[src/rtl/load_store_unit.sv]
// load_store_unit: LB/LW/SB/SW stage between the ALU and a req/gnt/rvalid
// data-memory port. Returns a sign-extended load result with a one-cycle
// done pulse to the control FSM.
// Optional build macro: LSU_MISALIGN_CHECK_EN (reject misaligned word access).
//
// state  | meaning
// -------+-----------------------------------------------------------
// IDLE   | waiting for start_i; operands captured on acceptance
// REQ    | mem_req_o high, request fields held until mem_gnt_i
// WAIT   | load granted, waiting for mem_rvalid_i
// DONE   | done_o (and err_o / misalign_o) pulse for one cycle
module load_store_unit #(
    parameter int DATA_WIDTH = 32,
    parameter int BE_WIDTH   = DATA_WIDTH/8
) (
    input  logic                  clk_i,
    input  logic                  rst_i,
    input  logic                  start_i,
    input  logic                  we_i,
    input  logic [2:0]            funct3_i,
    input  logic [DATA_WIDTH-1:0] addr_i,
    input  logic [DATA_WIDTH-1:0] wdata_i,
    output logic                  busy_o,
    output logic                  done_o,
    output logic                  err_o,
    output logic                  misalign_o,
    output logic [DATA_WIDTH-1:0] rdata_o,
    output logic                  mem_req_o,
    output logic                  mem_we_o,
    output logic [DATA_WIDTH-1:0] mem_addr_o,
    output logic [BE_WIDTH-1:0]   mem_be_o,
    output logic [DATA_WIDTH-1:0] mem_wdata_o,
    input  logic                  mem_gnt_i,
    input  logic                  mem_rvalid_i,
    input  logic [DATA_WIDTH-1:0] mem_rdata_i
);

    typedef enum logic [1:0] {
        S_IDLE = 2'd0,
        S_REQ  = 2'd1,
        S_WAIT = 2'd2,
        S_DONE = 2'd3
    } state_t;

    state_t state_q, state_d;

    logic                  we_q;
    logic                  byte_q;
    logic                  err_q;
    logic [1:0]            off_q;
    logic [DATA_WIDTH-1:0] addr_q;
    logic [DATA_WIDTH-1:0] wdata_q;
    logic [BE_WIDTH-1:0]   be_q;
    logic [DATA_WIDTH-1:0] rdata_q;

    logic                  f3_byte;
    logic                  f3_word;
    logic                  f3_bad;
    logic                  misaligned;
    logic                  accept;
    logic [7:0]            lane_byte;
    logic [DATA_WIDTH-1:0] load_val;

    assign f3_byte = (funct3_i == 3'b000);
    assign f3_word = (funct3_i == 3'b010);
    assign f3_bad  = !(f3_byte || f3_word);
    assign accept  = (state_q == S_IDLE) && start_i;

`ifdef LSU_MISALIGN_CHECK_EN
    logic mis_q;

    assign misaligned = f3_word && (addr_i[1:0] != 2'b00);
    assign misalign_o = (state_q == S_DONE) && mis_q;

    // Misalign flag is captured with the operands and reported in DONE.
    always_ff @(posedge clk_i) begin
        if (rst_i) begin
            mis_q <= 1'b0;
        end else if (accept) begin
            mis_q <= misaligned && !f3_bad;
        end
    end
`else
    // Word accesses silently drop addr[1:0]; no misalignment is reported.
    assign misaligned = 1'b0;
    assign misalign_o = 1'b0;
`endif

    // State register.
    always_ff @(posedge clk_i) begin
        if (rst_i) begin
            state_q <= S_IDLE;
        end else begin
            state_q <= state_d;
        end
    end

    // Next-state logic; rejected accesses skip the memory port entirely.
    always_comb begin
        state_d = state_q;
        case (state_q)
            S_IDLE: begin
                if (start_i) begin
                    if (f3_bad || misaligned) begin
                        state_d = S_DONE;
                    end else begin
                        state_d = S_REQ;
                    end
                end
            end
            S_REQ: begin
                if (mem_gnt_i) begin
                    state_d = we_q ? S_DONE : S_WAIT;
                end
            end
            S_WAIT: begin
                if (mem_rvalid_i) begin
                    state_d = S_DONE;
                end
            end
            S_DONE:  state_d = S_IDLE;
            default: state_d = S_IDLE;
        endcase
    end

    // Operand capture: memory-side address, lanes and write image are
    // formed once at acceptance so they stay stable through REQ.
    always_ff @(posedge clk_i) begin
        if (rst_i) begin
            we_q    <= 1'b0;
            byte_q  <= 1'b0;
            err_q   <= 1'b0;
            off_q   <= 2'b00;
            addr_q  <= '0;
            wdata_q <= '0;
            be_q    <= '0;
        end else if (accept) begin
            we_q    <= we_i;
            byte_q  <= f3_byte;
            err_q   <= f3_bad;
            off_q   <= addr_i[1:0];
            addr_q  <= {addr_i[DATA_WIDTH-1:2], 2'b00};
            if (f3_byte) begin
                be_q    <= BE_WIDTH'(1) << addr_i[1:0];
                wdata_q <= {BE_WIDTH{wdata_i[7:0]}};
            end else begin
                be_q    <= '1;
                wdata_q <= wdata_i;
            end
        end
    end

    assign lane_byte = mem_rdata_i[{off_q, 3'b000} +: 8];
    assign load_val  = byte_q ? {{(DATA_WIDTH-8){lane_byte[7]}}, lane_byte}
                              : mem_rdata_i;

    // Load result is only written by a read response in WAIT, so stores,
    // rejected accesses and stale responses leave it untouched.
    always_ff @(posedge clk_i) begin
        if (rst_i) begin
            rdata_q <= '0;
        end else if ((state_q == S_WAIT) && mem_rvalid_i) begin
            rdata_q <= load_val;
        end
    end

    assign busy_o      = (state_q != S_IDLE);
    assign done_o      = (state_q == S_DONE);
    assign err_o       = done_o && err_q;
    assign rdata_o     = rdata_q;
    assign mem_req_o   = (state_q == S_REQ);
    assign mem_we_o    = mem_req_o && we_q;
    assign mem_addr_o  = addr_q;
    assign mem_be_o    = be_q;
    assign mem_wdata_o = wdata_q;

endmodule
[config.mk]
export PLATFORM = sky130hd
export DESIGN_NAME = load_store_unit
export DESIGN_NICKNAME = d
export VERILOG_FILES = /design/src/rtl/load_store_unit.sv
export SDC_FILE = /design/constraint.sdc
export NUM_CORES = 1
export LEC_CHECK = 0
export ABC_AREA = 1
export CAP_MARGIN = 15
export CORE_MARGIN = 2
export CORE_UTILIZATION = 38
export DETAILED_ROUTE_END_ITERATION = 7
export PLACE_DENSITY = 0.75
export SLEW_MARGIN = 20
export SYNTH_ARGS = -nofsm -noshare
export SYNTH_HDL_FRONTEND = slang
export SYNTH_SLANG_ARGS = --single-unit
[constraint.sdc]
create_clock -name clk_i -period 1.5 [get_ports clk_i]
set_input_delay 0.225 -clock clk_i [delete_from_list [all_inputs] [get_ports clk_i]]
set_output_delay 0.225 -clock clk_i [all_outputs]
set_load 0.005 [all_outputs]
==> flow_summary.yaml <==
status:
  run_status: "finished clean"
global_route:
  groute.usage.overall_pct: 22.4
  global_route.overflow_total: 0
  initial_antenna_violation_count: 0
  largest_net_degree_at_the_start_of_global_routing: 57
  number_of_global_route_vias_before_repair: 4528
  grt_first_pass_wirelength_um: 22900
floorplan:
  die_width_um: 114
  io_pins: 211
  fp-row-count: 40
  fp.dieH_um: 114
  design.die.area_um2: 13000
  core_region_area_um2: 11900
  effective_utilization_at_floorplan_pct: 38.6
synthesis:
  dominant_combinational_cell_family_by_area_after_synthesis: "simple AND/OR/NAND/NOR gates"
  synth.largest_area_cell: "sky130_fd_sc_hd__dfxtp_1"
  yosys_register_bits: 105
  synth_cell_types: 26
  synth_seq_area_share_pct: 45.7
  yosys-mux-area-fraction_pct: 0
  syn_avg_cell_area_um2: 7.15
  async_flop_share_pct: 0
  postSynth.topFlopCell: "sky130_fd_sc_hd__dfxtp_1"
  synth_commonest_cells: "128 x sky130_fd_sc_hd__nor2_1, 115 x sky130_fd_sc_hd__nand2_1, 105 x sky130_fd_sc_hd__dfxtp_1"
  syn_area_um2: 4600
  synth-compound-area-share_pct: 18.7
  synth-edff-count: 0
  post-synth-top-area-fraction_pct: 45.7
  yosys.area_share.simple_pct: 24.0
  post_synth_fa_ha_maj_area_fraction_pct: 1.63
  synth.most_common_cell: "sky130_fd_sc_hd__nor2_1"
  synthCells: 643
  synth-xor-area-share_pct: 0
  synth_area_leaders: "sky130_fd_sc_hd__dfxtp_1 46%, sky130_fd_sc_hd__nor2_1 10%, sky130_fd_sc_hd__nand2_1 9.4%"
  synth.yosys.warnings: 0
setup_path:
  timing.reg2reg.worst_path_depth: 8
  critPathMaxFanout: 3
  worst_setup_path_end_kind: "output pin"
  worstPathArrival_ps: 1240
  start_kind: "register"
  crit_required_ps: 1270
  critical-path-max-stage-delay_ps: 320
  timing.critical_path.cells: "inv_1 -> ha_4 -> inv_1 -> dlygate4sd2_1"
  cpMostUsedCell: "sky130_fd_sc_hd__inv_1"
  criticalPathCategory: "register to output pin"
  slowest_stage: "sky130_fd_sc_hd__dfxtp_2"
route:
  detailroute.via_count: 4729
  antenna_violating_nets_remaining: 0
  average_wire_per_cell_in_the_routed_design_um: 14.6
  post_drt_via_cell_ratio: 4.73
  drc_errors: 0
  route.final.wire_length_um: 14600
  drt_iter0_markers: 347
  first_pass_iters: 5
cts:
  clk_transition_reported_paths_ps: 80
  cts_made_buffers: 9
  clockRootBuffer: "sky130_fd_sc_hd__clkbuf_16"
  hold_buffers: 0
  cts.repair_timing.setup_buffer_count: 0
  worst_skew_pair.late_latency_ps: 350
  clockBufferDepth: 2
  htree_levels: 3
  cts_sinks: 105
  cts_tree: "yes"
sta:
  highest_achievable_clock_rate_mhz: 684
  setup_total_negative_slack_ps: 0
  skew_ps: 8.30
  report.final.hold_viol_count: 0
  setup-violations-final: 0
  min_period_over_period_pct: 97.5
  finalCriticalPeriod_ps: 1460
  maxSlewViolCount: 0
  unrepaired_setup_endpoints_after_global_routing: "yes"
flow_run:
  max-cap-violations: 0
place:
  numPlacedInstances: 982
  portBuffers: 207
  gp_congestion: 0.877
  dpl-instance-area_um2: 6900
  dpl_wire_length_um: 10400
layout:
  nFillCells: 1096
  layout-drive-gt1-share_pct: 10.1
  fin_nets: 959
  final_cell_area_um2: 7280
  antenna_cells: 0
  area.growth.synth_to_final_pct: 58.4
  layout.cells.non_filler: 1000
power_and_ir_drop:
  p_sw_share_pct: 34.4
  sequentialPowerShare_pct: 35.6
  pwr-share-clk_pct: 21.2
  power_density_nw_per_um2: 1520
  worst_ir_drop_vdd_mv: 0.839
  combinationalPowerShare_pct: 43.2
  switchingPower_mw: 3.81
  leakagePower_nw: 3.24
  internal_power_of_the_cells_mw: 7.27
hold_path:
  min_path_type: "primary input to register"
  hold_path_depth: 3
[state kept, by name, indices dropped and copies added (netlist names)]
name         count
mem_be_o         4
rdata_o         32
state_q          2
byte_q           1
mem_addr_o      30
mem_wdata_o     32
err_q            1
off_q            2
we_q             1
[power by group through the flow]
stage                     registers [mW]  clock network [mW]  logic, mW
after global placement              3.97                   0       4.58
after detailed placement            3.98                   0       4.61
after global routing                4.03                2.51       5.36
final                               3.94                2.35       4.78
after CTS                           3.94                2.40       4.66
after floorplan                     4.01                   0       2.10
[layer usage]
layer	vias up	track usage [%]	share of wire (%)
met4	0	9.67	2.6
li1	2453	-	-
met2	189	36.3	47
met3	28	7.60	9.5
met1	2059	27.0	41
met5	-	0	0
[placed cells by master, fill, tap and decap left out, drive strengths merged]
cell type,n
a21oi,67
a31oi,3
buf,29
clkbuf,11
clkdlybuf4s15,1
clkdlybuf4s50,197
clkinv,4
clkinvlp,1
conb,3
dfxtp,105
dlygate4sd2,1
dlymetal6s2s,5
ha,6
inv,55
nand2,120
nand3,29
nand4,1
nor2,128
o21ai,86
or2,1
[timing repair]
item,CTS,global route
gates resized for setup,21,32
setup endpoints to repair,55,47
gates cloned,0,2
[per-stage QoR]
stage               hold WS, ps  worst slack (ps)  util, %  total power [mW]
CTS                         442              3.17     60.5              11.0
detailed placement          471              -140     58.0              8.59
global placement            462             -99.6     58.0              8.55
finish                      450              37.5     61.1              11.1
global route                478             -35.5     61.1              11.9
floorplan                   366            -0.475        -              6.12
[critical path: cells and delay by family (launching register included)]
kind       cells  cell delay, ps
buf+inv        3             400
flops          1             320
fa+ha+maj      1             170
[final cells by class]
type,count,area [um2],area share [%]
Clock buffer,9,225,3.09
Sequential cell,105,2110,28.9
Tap cell,147,184,2.53
Inverter,53,204,2.80
Multi-Input combinational cell,444,2070,28.5
Timing Repair Buffer,235,2420,33.2
Clock inverter,7,72.6,0.996
[final timing paths]
kind	endpoint	startpoint	slack (ps)
hold reg to reg	mem_addr_o[16]	mem_addr_o[16]	480
setup / recovery	busy_o	state_q[0]	40
setup reg to reg	rdata_o[18]	state_q[0]	50
hold / removal	mem_wdata_o[16]	wdata_i[16]	450
[logic make-up after synthesis]
kind of cell               Yosys count
adders and majority gates            6
and+or+nand+nor                    279
other                                1
buffers and inverters               96
AOI/OAI and AO/OA                  156
DFF                                105
Note: power is estimated with default switching activity, not from simulation.
